<file path="src/rtl/mcp3202_pkg.sv">
// Shared types and helpers for the MCP3202-compatible SPI responder.
// Command-field positions are indices of the CFG bit counter after the start bit.
package mcp3202_pkg;

  typedef enum logic [2:0] {
    ST_IDLE,
    ST_WAIT_START,
    ST_CFG,
    ST_NULL,
    ST_MSB_OUT,
    ST_LSB_OUT,
    ST_TAIL
  } state_t;

  localparam logic [1:0] CMD_SGL_DIFF = 2'd0;
  localparam logic [1:0] CMD_ODD_SIGN = 2'd1;
  localparam logic [1:0] CMD_MSBF     = 2'd2;

  localparam int CODE_MAX_W = 16;

  // Saturating a - b: clamps at zero instead of wrapping.
  function automatic logic [CODE_MAX_W-1:0] diff_sat(input logic [CODE_MAX_W-1:0] a,
                                                     input logic [CODE_MAX_W-1:0] b);
    return (a >= b) ? (a - b) : '0;
  endfunction

endpackage

</file>
<file path="src/rtl/mcp3202_spi_responder_sync_edge_det.sv">
// Multi-flop synchronizer with a previous-value flop for edge detection.
// level/rise/fall are all referenced to the synchronized copy of din.
module sync_edge_det #(
  parameter int   STAGES    = 2,
  parameter logic RESET_VAL = 1'b0
) (
  input  logic clk,
  input  logic rst_n,
  input  logic din,
  output logic level,
  output logic rise,
  output logic fall
);

  logic [STAGES-1:0] sync_q;
  logic              prev_q;

  always_ff @(posedge clk or negedge rst_n) begin
    if (!rst_n) begin
      sync_q <= {STAGES{RESET_VAL}};
      prev_q <= RESET_VAL;
    end else begin
      sync_q <= STAGES'({sync_q, din});
      prev_q <= sync_q[STAGES-1];
    end
  end

  assign level = sync_q[STAGES-1];
  assign rise  = level & ~prev_q;
  assign fall  = ~level & prev_q;

endmodule

</file>
<file path="src/rtl/mcp3202_spi_responder.sv">
// MCP3202-style ADC emulator: oversampled SPI mode 0,0 responder that decodes the
// 4-bit command and returns a 12-bit code derived from two parallel channel inputs.
//
// state      | meaning
// -----------+-----------------------------------------------------------
// IDLE       | chipselect high, or not yet seen high since reset
// WAIT_START | selected, skipping leading zeros until the start bit
// CFG        | capturing sgl_diff, odd_sign, msbf on three rises
// NULL       | next fall drives the null bit and enables the output
// MSB_OUT    | falls shift out code[DATA_W-1] down to code[0]
// LSB_OUT    | falls shift out code[1] up to code[DATA_W-1] (msbf=0 only)
// TAIL       | frame done, drive zeros until deselected
module mcp3202_spi_responder #(
  parameter int DATA_W      = 12,
  parameter int SYNC_STAGES = 2
) (
  input  logic              clk,
  input  logic              rst_n,
  input  logic              spi_clk,
  input  logic              chipselect,
  input  logic              mosi_din,
  output logic              dout_miso,
  output logic              miso_oe,
  input  logic [DATA_W-1:0] ch0_data,
  input  logic [DATA_W-1:0] ch1_data,
  output logic              conv_valid,
  output logic [DATA_W-1:0] conv_code
);

  import mcp3202_pkg::*;

  localparam int IW = $clog2(DATA_W);

  logic sclk_rise, sclk_fall, sclk_level_unused;
  logic cs_s, cs_rise_unused, cs_fall_unused;
  logic mosi_s, mosi_rise_unused, mosi_fall_unused;

  sync_edge_det #(.STAGES(SYNC_STAGES), .RESET_VAL(1'b0)) u_sync_sclk (
    .clk(clk), .rst_n(rst_n), .din(spi_clk),
    .level(sclk_level_unused), .rise(sclk_rise), .fall(sclk_fall)
  );

  sync_edge_det #(.STAGES(SYNC_STAGES), .RESET_VAL(1'b1)) u_sync_cs (
    .clk(clk), .rst_n(rst_n), .din(chipselect),
    .level(cs_s), .rise(cs_rise_unused), .fall(cs_fall_unused)
  );

  sync_edge_det #(.STAGES(SYNC_STAGES), .RESET_VAL(1'b0)) u_sync_mosi (
    .clk(clk), .rst_n(rst_n), .din(mosi_din),
    .level(mosi_s), .rise(mosi_rise_unused), .fall(mosi_fall_unused)
  );

  state_t            state_q, state_d;
  logic [1:0]        cnt_q, cnt_d;
  logic [IW-1:0]     idx_q, idx_d;
  logic              sgl_q, sgl_d, odd_q, odd_d, msbf_q, msbf_d;
  logic              dout_q, dout_d, oe_q, oe_d, cv_q, cv_d;
  logic [DATA_W-1:0] code_q, code_d, calc_code;

  // The chipselect synchronizer resets to "high"; only trust it once it has been
  // refilled from the pin, so a reset mid-frame needs a real deselect to re-arm.
  logic [SYNC_STAGES-1:0] rdy_q;
  logic                   armed_q;

  always_ff @(posedge clk or negedge rst_n) begin
    if (!rst_n) begin
      rdy_q   <= '0;
      armed_q <= 1'b0;
    end else begin
      rdy_q   <= SYNC_STAGES'({rdy_q, 1'b1});
      armed_q <= armed_q | (rdy_q[SYNC_STAGES-1] & cs_s);
    end
  end

  always_comb begin
    calc_code = '0;
    if (sgl_q) calc_code = odd_q ? ch1_data : ch0_data;
    else if (odd_q) calc_code = DATA_W'(diff_sat(CODE_MAX_W'(ch1_data), CODE_MAX_W'(ch0_data)));
    else calc_code = DATA_W'(diff_sat(CODE_MAX_W'(ch0_data), CODE_MAX_W'(ch1_data)));
  end

  always_ff @(posedge clk or negedge rst_n) begin
    if (!rst_n) begin
      state_q <= ST_IDLE;
      cnt_q   <= '0;
      idx_q   <= '0;
      sgl_q   <= 1'b0;
      odd_q   <= 1'b0;
      msbf_q  <= 1'b0;
      dout_q  <= 1'b0;
      oe_q    <= 1'b0;
      cv_q    <= 1'b0;
      code_q  <= '0;
    end else begin
      state_q <= state_d;
      cnt_q   <= cnt_d;
      idx_q   <= idx_d;
      sgl_q   <= sgl_d;
      odd_q   <= odd_d;
      msbf_q  <= msbf_d;
      dout_q  <= dout_d;
      oe_q    <= oe_d;
      cv_q    <= cv_d;
      code_q  <= code_d;
    end
  end

  always_comb begin
    state_d = state_q;
    cnt_d   = cnt_q;
    idx_d   = idx_q;
    sgl_d   = sgl_q;
    odd_d   = odd_q;
    msbf_d  = msbf_q;
    dout_d  = dout_q;
    oe_d    = oe_q;
    cv_d    = 1'b0;
    code_d  = code_q;

    // Deselect overrides any SPI clock edge seen in the same cycle.
    if (cs_s) begin
      state_d = ST_IDLE;
      cnt_d   = '0;
      idx_d   = '0;
      dout_d  = 1'b0;
      oe_d    = 1'b0;
    end else begin
      unique case (state_q)
        ST_IDLE: begin
          if (armed_q) state_d = ST_WAIT_START;
        end
        ST_WAIT_START: begin
          if (sclk_rise && mosi_s) begin
            state_d = ST_CFG;
            cnt_d   = '0;
          end
        end
        ST_CFG: begin
          if (sclk_rise) begin
            cnt_d = cnt_q + 2'd1;
            case (cnt_q)
              CMD_SGL_DIFF: sgl_d = mosi_s;
              CMD_ODD_SIGN: odd_d = mosi_s;
              default: begin
                msbf_d  = mosi_s;
                code_d  = calc_code;
                cv_d    = 1'b1;
                state_d = ST_NULL;
              end
            endcase
          end
        end
        ST_NULL: begin
          if (sclk_fall) begin
            oe_d    = 1'b1;
            dout_d  = 1'b0;
            idx_d   = IW'(DATA_W - 1);
            state_d = ST_MSB_OUT;
          end
        end
        ST_MSB_OUT: begin
          if (sclk_fall) begin
            dout_d = code_q[idx_q];
            if (idx_q == '0) begin
              if (msbf_q) begin
                state_d = ST_TAIL;
              end else begin
                state_d = ST_LSB_OUT;
                idx_d   = IW'(1);
              end
            end else begin
              idx_d = idx_q - IW'(1);
            end
          end
        end
        ST_LSB_OUT: begin
          if (sclk_fall) begin
            dout_d = code_q[idx_q];
            if (idx_q == IW'(DATA_W - 1)) state_d = ST_TAIL;
            else idx_d = idx_q + IW'(1);
          end
        end
        ST_TAIL: begin
          if (sclk_fall) dout_d = 1'b0;
        end
        default: state_d = ST_IDLE;
      endcase
    end
  end

  assign dout_miso  = dout_q;
  assign miso_oe    = oe_q;
  assign conv_valid = cv_q;
  assign conv_code  = code_q;

endmodule
</file>
<file path="config.mk">
export PLATFORM = sky130hd
export DESIGN_NAME = mcp3202_spi_responder
export DESIGN_NICKNAME = d
export VERILOG_FILES = /design/src/rtl/mcp3202_pkg.sv /design/src/rtl/mcp3202_spi_responder_sync_edge_det.sv /design/src/rtl/mcp3202_spi_responder.sv
export SDC_FILE = /design/constraint.sdc
export NUM_CORES = 1
export LEC_CHECK = 0
export BUFFER_PORTS_ARGS = -buffer_cell sky130_fd_sc_hd__buf_4
export CELL_PAD_IN_SITES_DETAIL_PLACEMENT = 1
export CELL_PAD_IN_SITES_GLOBAL_PLACEMENT = 1
export CORE_MARGIN = 2
export CORE_UTILIZATION = 35
export DETAILED_ROUTE_END_ITERATION = 8
export GPL_ROUTABILITY_DRIVEN = 0
export PLACE_DENSITY = 0.79
export SYNTH_ARGS = -nofsm -noshare
export SYNTH_HDL_FRONTEND = slang
export SYNTH_SLANG_ARGS = --single-unit
</file>
<file path="constraint.sdc">
create_clock -name clk -period 2 [get_ports clk]
set_input_delay 0.1 -clock clk [delete_from_list [all_inputs] [get_ports clk]]
set_output_delay 0.1 -clock clk [all_outputs]
set_load 0.005 [all_outputs]
</file>
==> results.py <==
metrics = {
    "synth": {
        "synth_ff_type": "dfrtp_1",
        "syn_area_sq_um": 3400,
        "synth_edf_count": 0,
        "synthDominantCellAreaShare": 0.258,
        "synth_cells": 417,
        "postSynth.asyncResetShare": 1.00,
        "synth-warning-count": 0,
        "synth.avg_cell_area_sq_um": 8.14,
        "synth_commonest_cells": "49 x a21oi_1, 39 x inv_1, 39 x nand2_1",
        "synth_top_cell_by_area": "dfrtp_1",
        "synth_area_leaders": "dfrtp_1 26%, ha_1 11%, a21oi_1 7.2%",
        "synth.most_common_cell": "a21oi_1",
        "yosysSeqAreaShare": 0.273,
        "synth.distinct_cells": 60,
        "syn_nets": 477,
        "synth-seq-cells": 37,
    },
    "final_layout": {
        "fillers": 1140,
        "multi_input_area_sq_um": 2310,
        "area_growth_pct": 37.3,
        "nets": 590,
        "seqCellArea_sq_um": 928,
        "drive_above_1_share": 0.326,
        "diodes": 0,
        "final_area_sq_um": 4660,
    },
    "power": {
        "total_power_mw": 3.38,
        "p_per_area_nw_per_um2": 725,
        "leakagePower_nw": 2.14,
        "peakVddDrop_v": 0.000454,
    },
    "routing": {
        "firstDrtPassIters": 4,
        "vias": 3572,
        "ant_nets": 0,
        "drt_iter0_drc": 106,
        "avgRoutedWirePerCell_um": 17.7,
        "route.detailed.drc": 0,
        "via_per_inst": 5.41,
        "drt-total-wl_um": 11700,
    },
    "cts": {
        "clkTransAtPathRegs_ns": 0.08,
        "cts.sink_count": 37,
        "htree_levels": 2,
        "numCtsBuffers": 5,
        "cts_root_buf": "clkbuf_8",
        "clk_latency_ns": 0.31,
        "max-clock-path-buffers": 2,
        "cts_tree": "done",
    },
    "critical_path": {
        "required_ns": 2.18,
        "cp_cell_sequence": "buf_4 -> inv_1 -> ha_2 -> inv_1 -> fa_2 -> a21oi_2 -> o211ai_1 -> a311oi_2 -> nor3b_4 -> a32oi_1 -> a21oi_1",
        "cp.arrival_ns": 2.13,
        "start_kind": "input port",
        "crit_type": "in -> reg",
        "end_kind": "flop",
        "critPathSlowestCell": "a311oi_2",
        "critical-path-max-stage-delay_ns": 0.49,
        "crit_top_cell": "inv_1",
        "crit_fanout": 6,
    },
    "timing": {
        "hold_ws_ns": 0.274,
        "timing.final.crit_share": 0.976,
        "fmax_mhz": 512,
        "period_minus_slack_ns": 1.95,
        "finalHoldViolCount": 0,
        "rsz0062_at_grt": "true",
        "final.setup.tns_ns": 0,
        "slew_violations": 0,
        "fin_skew_ns": 0.00915,
        "setup_violations": 0,
    },
    "floorplanning": {
        "die_area_sq_um": 10500,
        "die_y_um": 103,
        "start_util": 0.364,
        "coreArea_sq_um": 9330,
        "io_pins": 44,
        "fp.dieW_um": 103,
        "rows": 35,
    },
    "grt": {
        "grt_pass1_wl_um": 18300,
        "antenna_found_initial": 0,
        "grt_max_degree": 38,
        "gr-total-overflow": 0,
        "track_usage": 0.222,
        "grt_pass1_vias": 3835,
    },
    "run_status": {
        "status": "complete, no violations",
    },
    "placed_design": {
        "port_buffers": 43,
        "dp_hpwl_um": 9000,
        "placed_cell_area_sq_um": 4350,
    },
    "hold_path": {
        "hp-class": "in -> reg",
    },
    "job": {
        "maxCapViolations": 0,
    },
}
[cells in the final DEF (no fill, tap or decap), types with 6 or more instances in the layout]
cell type,instances
a21oi_1,47
inv_1,39
o21ai_0,26
ha_1,28
mux2i_1,9
dfrtp_1,35
nand3_1,14
nor3_1,9
nand3b_1,6
nor2_1,22
nand2b_1,9
o211ai_1,6
xnor2_1,9
nand2_1,39
buf_4,124
[what timing repair did]
item                                   CTS  global route
resized for setup                        4            23
gates cloned                             0             1
hold buffers                             4             0
pin swaps                                0             6
setup buffers                            0             4
setup endpoints to repair               10            15
endpoints found under the hold margin   38             0
[worst paths after layout]
kind | end | slack [ns] | startpoint | cells after the start
max | conv_code[4]$_DFFE_PN0P_ | 0.05 | ch0_data[0] | 11
min | conv_code[1]$_DFFE_PN0P_ | 0.27 | ch1_data[1] | 5
max reg2reg | state_q[1]$_DFFE_PN0P_ | 0.06 | idx_q[1]$_DFFE_PN0P_ | 8
min reg2reg | rdy_q[1]$_DFF_PN0_ | 0.35 | rdy_q[0]$_DFF_PN0_ | 0
min in group asynchronous | idx_q[2]$_DFFE_PN0P_ | 0.29 | rst_n | 2
max in group asynchronous | u_sync_cs.sync_q[1]$_DFF_PN1_ | 1.36 | rst_n | 2
[critical path, delay by kind of cell]
kind,cells,cell delay (ns)
fa+ha+maj,2,0.54
buf+inv,3,0.23
compound gates,5,1.12
simple gates,1,0.14
[stage by stage]
stage	utilization	worst slack [ns]	instances
after floorplan	-	0.0267	417
after global routing	0.500	-0.0921	660
after CTS	0.485	-0.00933	655
after global placement	0.466	-0.271	643
after detailed placement	0.466	-0.459	643
final	0.500	0.0479	660
[state kept, by name, indices dropped and copies added, names as in the netlist, 2 cells and up]
name	count
cnt_q	2
conv_code	12
idx_q	4
rdy_q	2
state_q	3
u_sync_cs.sync_q	2
u_sync_mosi.sync_q	2
u_sync_sclk.sync_q	2
[routing by layer]
layer	routed length, um	GRT usage	vias up	share of wire
met4	312	0.0615	0	0.027
met5	0	0	-	0
li1	-	-	1703	-
met1	4850	0.269	1785	0.41
met2	6270	0.419	62	0.54
met3	250	0.0176	22	0.021
[power breakdown]
group          internal, mW  switching (mW)  total, mW
registers             0.878           0.192       1.07
clock network         0.373           0.298      0.672
logic                 0.770           0.870       1.64
total                  2.02            1.36       3.38
[logic make-up after synthesis]
logic type	after synthesis	synth area share
adders and majority gates	31	0.119
xor gates and xnor gates	13	0.0335
DFF	37	0.273
and+or+nand+nor	124	0.182
muxes	16	0.0593
AOI/OAI and AO/OA	130	0.250
buffers and inverters	65	0.0814
other	1	0.00110
[area by class of cell]
| class | count | share of cell area |
|---|---|---|
| well taps | 129 | 0.0346 |
| flip-flops and latches | 37 | 0.199 |
| repair buffers | 130 | 0.213 |
| clock inverters | 3 | 0.00993 |
| multi-input cells | 316 | 0.496 |
| inverters | 40 | 0.0322 |
| clock buffers | 5 | 0.0148 |
No activity file was read; power rests on OpenSTA's default activity.
